==> src/rtl/counter_pkg.sv <==
// Shared definitions for the counter slice: mode encodings and parameter defaults.
// Boundary behaviour is selected at build time by COUNTER_SAT_EN (see counter_next).
`timescale 1ns/1ps
package counter_pkg;

  localparam int              WIDTH_DEF = 32;
  localparam longint unsigned STEP_DEF  = 3;

  typedef enum logic [1:0] {
    MODE_UP_STEP = 2'b00,
    MODE_DOWN    = 2'b01,
    MODE_UP      = 2'b10,
    MODE_LOAD    = 2'b11
  } mode_e;

  function automatic logic is_count_mode(input mode_e m);
    return (m != MODE_LOAD);
  endfunction

endpackage

==> src/rtl/counter_param_if.sv <==
// Control/data bundle of one counter stage; the slave side is the counter itself.
`timescale 1ns/1ps
interface counter_param_if #(
  parameter int WIDTH = counter_pkg::WIDTH_DEF
);
  logic             enable;
  logic             cin;
  logic [1:0]       mode;
  logic [WIDTH-1:0] D;
  logic [WIDTH-1:0] Q;
  logic             rco;
  logic             load;

  modport master (
    output enable, cin, mode, D,
    input  Q, rco, load
  );

  modport slave (
    input  enable, cin, mode, D,
    output Q, rco, load
  );
endinterface

==> src/rtl/counter_next.sv <==
// Combinational next-count and boundary flag for one counter stage.
// With COUNTER_SAT_EN defined the count clamps at the range limits instead of wrapping.
`timescale 1ns/1ps
module counter_next
  import counter_pkg::*;
#(
  parameter int              WIDTH = WIDTH_DEF,
  parameter longint unsigned STEP  = STEP_DEF
) (
  input  logic [WIDTH-1:0] q,
  input  mode_e            mode,
  output logic [WIDTH-1:0] q_next,
  output logic             bound
);

  localparam logic [WIDTH:0] STEP_EXT = {1'b0, WIDTH'(STEP)};
  localparam logic [WIDTH:0] ONE_EXT  = (WIDTH+1)'(1);

  // The extra top bit of each intermediate is the carry/borrow out of the range.
  function automatic logic [WIDTH-1:0] limit_up(input logic [WIDTH:0] sum);
`ifdef COUNTER_SAT_EN
    return sum[WIDTH] ? {WIDTH{1'b1}} : sum[WIDTH-1:0];
`else
    return sum[WIDTH-1:0];
`endif
  endfunction

  function automatic logic [WIDTH-1:0] limit_down(input logic [WIDTH:0] diff);
`ifdef COUNTER_SAT_EN
    return diff[WIDTH] ? {WIDTH{1'b0}} : diff[WIDTH-1:0];
`else
    return diff[WIDTH-1:0];
`endif
  endfunction

  logic [WIDTH:0] sum_step;
  logic [WIDTH:0] sum_one;
  logic [WIDTH:0] diff_one;

  always_comb begin
    sum_step = {1'b0, q} + STEP_EXT;
    sum_one  = {1'b0, q} + ONE_EXT;
    diff_one = {1'b0, q} - ONE_EXT;
    q_next   = q;
    bound    = 1'b0;
    case (mode)
      MODE_UP_STEP: begin
        q_next = limit_up(sum_step);
        bound  = sum_step[WIDTH];
      end
      MODE_DOWN: begin
        q_next = limit_down(diff_one);
        bound  = diff_one[WIDTH];
      end
      MODE_UP: begin
        q_next = limit_up(sum_one);
        bound  = sum_one[WIDTH];
      end
      default: begin
        q_next = q;
        bound  = 1'b0;
      end
    endcase
  end

endmodule

==> src/rtl/counter_param.sv <==
// Cascadable up/down/load counter stage with registered Q, rco and load strobe.
// Boundary behaviour (wrap or clamp) follows the COUNTER_SAT_EN build macro.
`timescale 1ns/1ps
module counter_param
  import counter_pkg::*;
#(
  parameter int              WIDTH = WIDTH_DEF,
  parameter longint unsigned STEP  = STEP_DEF
) (
  input  logic            clk,
  input  logic            reset,
  counter_param_if.slave  bus
);

  mode_e            mode_s;
  logic [WIDTH-1:0] cnt_nxt;
  logic             bound;
  logic [WIDTH-1:0] cnt_p1;
  logic             rco_p1;
  logic             load_p1;

  assign mode_s = mode_e'(bus.mode);

  counter_next #(
    .WIDTH (WIDTH),
    .STEP  (STEP)
  ) u_next (
    .q      (cnt_p1),
    .mode   (mode_s),
    .q_next (cnt_nxt),
    .bound  (bound)
  );

  // Stage p1: load has priority over counting and ignores the cascade carry.
  always_ff @(posedge clk or negedge reset) begin
    if (!reset) begin
      cnt_p1  <= '0;
      rco_p1  <= 1'b0;
      load_p1 <= 1'b0;
    end else if (bus.enable && !is_count_mode(mode_s)) begin
      cnt_p1  <= bus.D;
      rco_p1  <= 1'b0;
      load_p1 <= 1'b1;
    end else if (bus.enable && bus.cin) begin
      cnt_p1  <= cnt_nxt;
      rco_p1  <= bound;
      load_p1 <= 1'b0;
    end else begin
      rco_p1  <= 1'b0;
      load_p1 <= 1'b0;
    end
  end

  assign bus.Q    = cnt_p1;
  assign bus.rco  = rco_p1;
  assign bus.load = load_p1;

endmodule

==> src/flat_wrapper.sv <==
// flat-port wrapper written by rule: the top's interface ports become plain ports
module counter_param_flat import counter_pkg::*;
#(
  parameter int              WIDTH = WIDTH_DEF,
  parameter longint unsigned STEP  = STEP_DEF
)
  (clk, reset, bus_enable, bus_cin, bus_mode, bus_D, bus_Q, bus_rco, bus_load);
  counter_param_if #(.WIDTH(WIDTH)) bus_i ();
  input  logic clk;
  input  logic reset;
  input wire logic [$bits(bus_i.enable)-1:0] bus_enable;
  input wire logic [$bits(bus_i.cin)-1:0] bus_cin;
  input wire logic [$bits(bus_i.mode)-1:0] bus_mode;
  input wire logic [$bits(bus_i.D)-1:0] bus_D;
  output wire logic [$bits(bus_i.Q)-1:0] bus_Q;
  output wire logic [$bits(bus_i.rco)-1:0] bus_rco;
  output wire logic [$bits(bus_i.load)-1:0] bus_load;
  assign bus_i.enable = bus_enable;
  assign bus_i.cin = bus_cin;
  assign bus_i.mode = bus_mode;
  assign bus_i.D = bus_D;
  assign bus_Q = bus_i.Q;
  assign bus_rco = bus_i.rco;
  assign bus_load = bus_i.load;
  counter_param #(.WIDTH(WIDTH), .STEP(STEP)) u_core (.clk(clk), .reset(reset), .bus(bus_i));
endmodule
==> config.mk <==
export PLATFORM = sky130hd
export DESIGN_NAME = counter_param_flat
export DESIGN_NICKNAME = d
export VERILOG_FILES = /design/src/rtl/counter_pkg.sv /design/src/rtl/counter_param_if.sv /design/src/rtl/counter_next.sv /design/src/rtl/counter_param.sv /design/src/flat_wrapper.sv
export SDC_FILE = /design/constraint.sdc
export NUM_CORES = 1
export LEC_CHECK = 0
export CAP_MARGIN = 20
export CORE_MARGIN = 3
export CORE_UTILIZATION = 48
export CTS_BUF_LIST = sky130_fd_sc_hd__clkbuf_2 sky130_fd_sc_hd__clkbuf_4 sky130_fd_sc_hd__clkbuf_8
export DETAILED_ROUTE_END_ITERATION = 6
export PLACE_DENSITY = 0.7
export SYNTH_ARGS = -nofsm -noshare
export SYNTH_HDL_FRONTEND = slang
export SYNTH_SLANG_ARGS = --single-unit
==> constraint.sdc <==
create_clock -name clk -period 3 [get_ports clk]
set_clock_uncertainty 0.15 [all_clocks]
set_input_delay 0.45 -clock clk [delete_from_list [all_inputs] [get_ports clk]]
set_output_delay 0.45 -clock clk [all_outputs]
set_load 0.05 [all_outputs]
==> flow_metrics.tcl <==
set metrics [dict create \
    netlist_area_sq_mm 0.00390 \
    ant_nets 0 \
    cts_inserted_buffers 5 \
    antennaDiodeCount 0 \
    fin_nets 644 \
    num_rows 32 \
    cts_tree "done" \
    power.leakage_nw 1.82 \
    power_density_mw_per_mm2 564 \
    yosysWarnings 0 \
    clk_path_buf_depth 2 \
    clkLatencyLatePin_ns 0.30 \
    drt-vias-per-instance 6.51 \
    io_buffers 71 \
    yosysMostFrequentCell "clkbuf_1" \
    cts_hold_buf 0 \
    worstReg2RegStart "u_core.bus.Q[20]" \
    grt_pass1_vias 4400 \
    start_util 0.500 \
    cp_max_fo 12 \
    seq_area_frac_synth 0.218 \
    drtPass1Iterations 5 \
    synth_area_leaders "dfrtp_1, xnor2_1, o21ai_0, xor2_1, clkbuf_1" \
    synthSimpleGateAreaFrac 0.295 \
    wl_per_cell_um 21.3 \
    drv_slew 0 \
    setup_violations 0 \
    slew_headroom 0.322 \
    setup_tns_ns 0 \
    track_usage 0.327 \
    hold_viol_final 0 \
    irDropWorstVdd_uv 387 \
    clkSlewWorstSetupHoldPaths_ns 0.09 \
    synth_edf_count 0 \
    synth_fp_nets 576 \
    syn_avg_cell_area_sq_um 7.35 \
    tightestPinTransition_ns 1.01 \
    synth_cells 531 \
    die_area_sq_mm 0.00925 \
    ys.flop_type "dfrtp_1" \
    drt-total-wl_um 15000 \
    fin_crit_ns 2.82 \
    clock.fmax_mhz 355 \
    ys_top_cells_by_count "clkbuf_1, xnor2_1, o21ai_0, nand2_1, nor2_1" \
    synth_top_cell_by_area "dfrtp_1" \
    min_period_over_period 0.939 \
    cts_htree_levels 2 \
    antenna_found_initial 0 \
    synth.area.mux_share 0 \
    hold_class "primary input to async pin" \
    status "finished, final reports clean" \
    place_hpwl_um 10400 \
    crit_start "bus_mode[0]" \
    syn2layout_area_growth_pct 27.2 \
    cp_data_arrival_time_ns 2.86 \
    cp-start-kind "primary input" \
    synth_compound_gate_area_share 0.235 \
    drive_gt1_frac 0.120 \
    place.gp.congestion 0.979 \
    p_total_mw 2.80 \
    drtIter0Drc 373 \
    synthArstFlopShare 1.00 \
    post-cts-setup-buffers 0 \
    yosys.area_share.adder 0.0224 \
    synth_top_area_share 0.218 \
    synth_top_family_by_area "simple AND/OR/NAND/NOR gates" \
    grt_max_degree 35 \
    grt_pass1_wl_um 23200 \
    rsz0062_at_grt "false" \
    num_vias 4569 \
    pin_count 72 \
    synth_seq_cells 34 \
    synth_xor_area_frac 0.155 \
    worstPathRequired_ns 3.04 \
    overflow 0 \
    die_h_um 96.2 \
    synth_cell_type_count 59 \
    ctsResizeCount 0 \
    drc 0 \
    dieWidth_um 96.2 \
    cap_violations 0 \
    root_buffer "clkbuf_8" \
    crit_type "primary input to flip-flop" \
    cts_num_sinks 34 \
    core-area_sq_mm 0.00781 \
    endpoint_kind "flip-flop" \
]
==> logic make-up (layout without fill, tap and decap cells) <==
group,after synthesis,in the layout
fa+ha+maj,7,7
flops,34,34
compound gates,139,139
simple gates,211,211
xor+xnor,69,69
buf+inv,71,140
==> stage by stage <==
step | utilization | setup WS (ns) | instance area (sq um) | hold WS [ns] | instances
3_3_place_gp | 0.623 | 0.121 | 4870 | 0.464 | 694
3_5_place_dp | 0.623 | -0.0275 | 4870 | 0.473 | 694
6_report | 0.636 | 0.183 | 4960 | 0.131 | 702
2_1_floorplan | - | 0.0650 | 3900 | 0.00441 | 531
5_1_grt | 0.636 | 0.0435 | 4960 | 0.170 | 702
4_1_cts | 0.636 | 0.283 | 4960 | 0.157 | 702
==> power breakdown <==
part | switching (mW) | leakage [nW] | internal (mW)
Combinational | 1.02 | 1.36 | 0.638
Sequential | 0.187 | 0.409 | 0.556
Clock | 0.196 | 0.0517 | 0.195
==> layout by cell type (no fill, tap or decap), drive strengths merged, types with 2 or more instances in the layout <==
cell / n
o21ai: 46
buf: 49
a211oi: 3
dfrtp: 34
and4: 3
o211ai: 2
or3: 12
a221oi: 21
a2bb2oi: 2
nor3: 34
o22ai: 4
clkinv: 2
clkdlybuf4s50: 70
a32oi: 2
nor2: 35
xnor2: 45
o2111ai: 2
nand4b: 2
ha: 7
a22o: 2
nand4: 19
o21a: 2
and2: 2
a41oi: 2
a311oi: 2
clkbuf: 7
a31oi: 3
or4: 7
a22oi: 3
or2: 4
nor2b: 2
nand2: 40
and3: 14
nor4: 19
nand3: 17
inv: 12
o41ai: 2
xor2: 24
a21oi: 29
==> state kept, by name, indices dropped and copies added (netlist names) <==
signal,flops
u_core.bus.load,1
u_core.bus.rco,1
u_core.bus.Q,32
==> worst max-delay path: stages <==
cell	delay, ns
clkdlybuf4s50_1	0.48
inv_1	0.11
ha_1	0.18
nor3_1	0.06
nor2_1	0.76
nand2_1	0.36
a21oi_1	0.21
o221a_2	0.19
nor3_1	0.05
==> path summary, 6_finish.rpt <==
check,end,cells past startpoint,slack (ns)
setup / recovery,u_core.bus.Q[21],9,0.18
hold / removal,u_core.bus.Q[15],1,0.13
setup reg to reg,u_core.bus.Q[27],8,0.20
hold reg to reg,u_core.bus.Q[7],2,0.51
max in group asynchronous,u_core.bus.Q[28],1,1.96
min in group clk,u_core.bus.Q[7],2,0.51
==> cell type report <==
type	count	area [sq um]
fill	729	2850
multi-input combinational	426	2760
timing repair buffer	119	1080
sequential	34	851
tap	102	128
clock buffer	7	90.1
inverter	13	48.8
clock inverter	1	5.00
==> layer usage <==
layer | part of all wire | GRT usage | up-vias
li1 | - | - | 2096
met2 | 0.46 | 0.519 | 242
met4 | 0.039 | 0.152 | 0
met5 | 0 | 0 | -
met1 | 0.42 | 0.429 | 2185
met3 | 0.083 | 0.0555 | 46
Power figures use the tool's default switching activity.
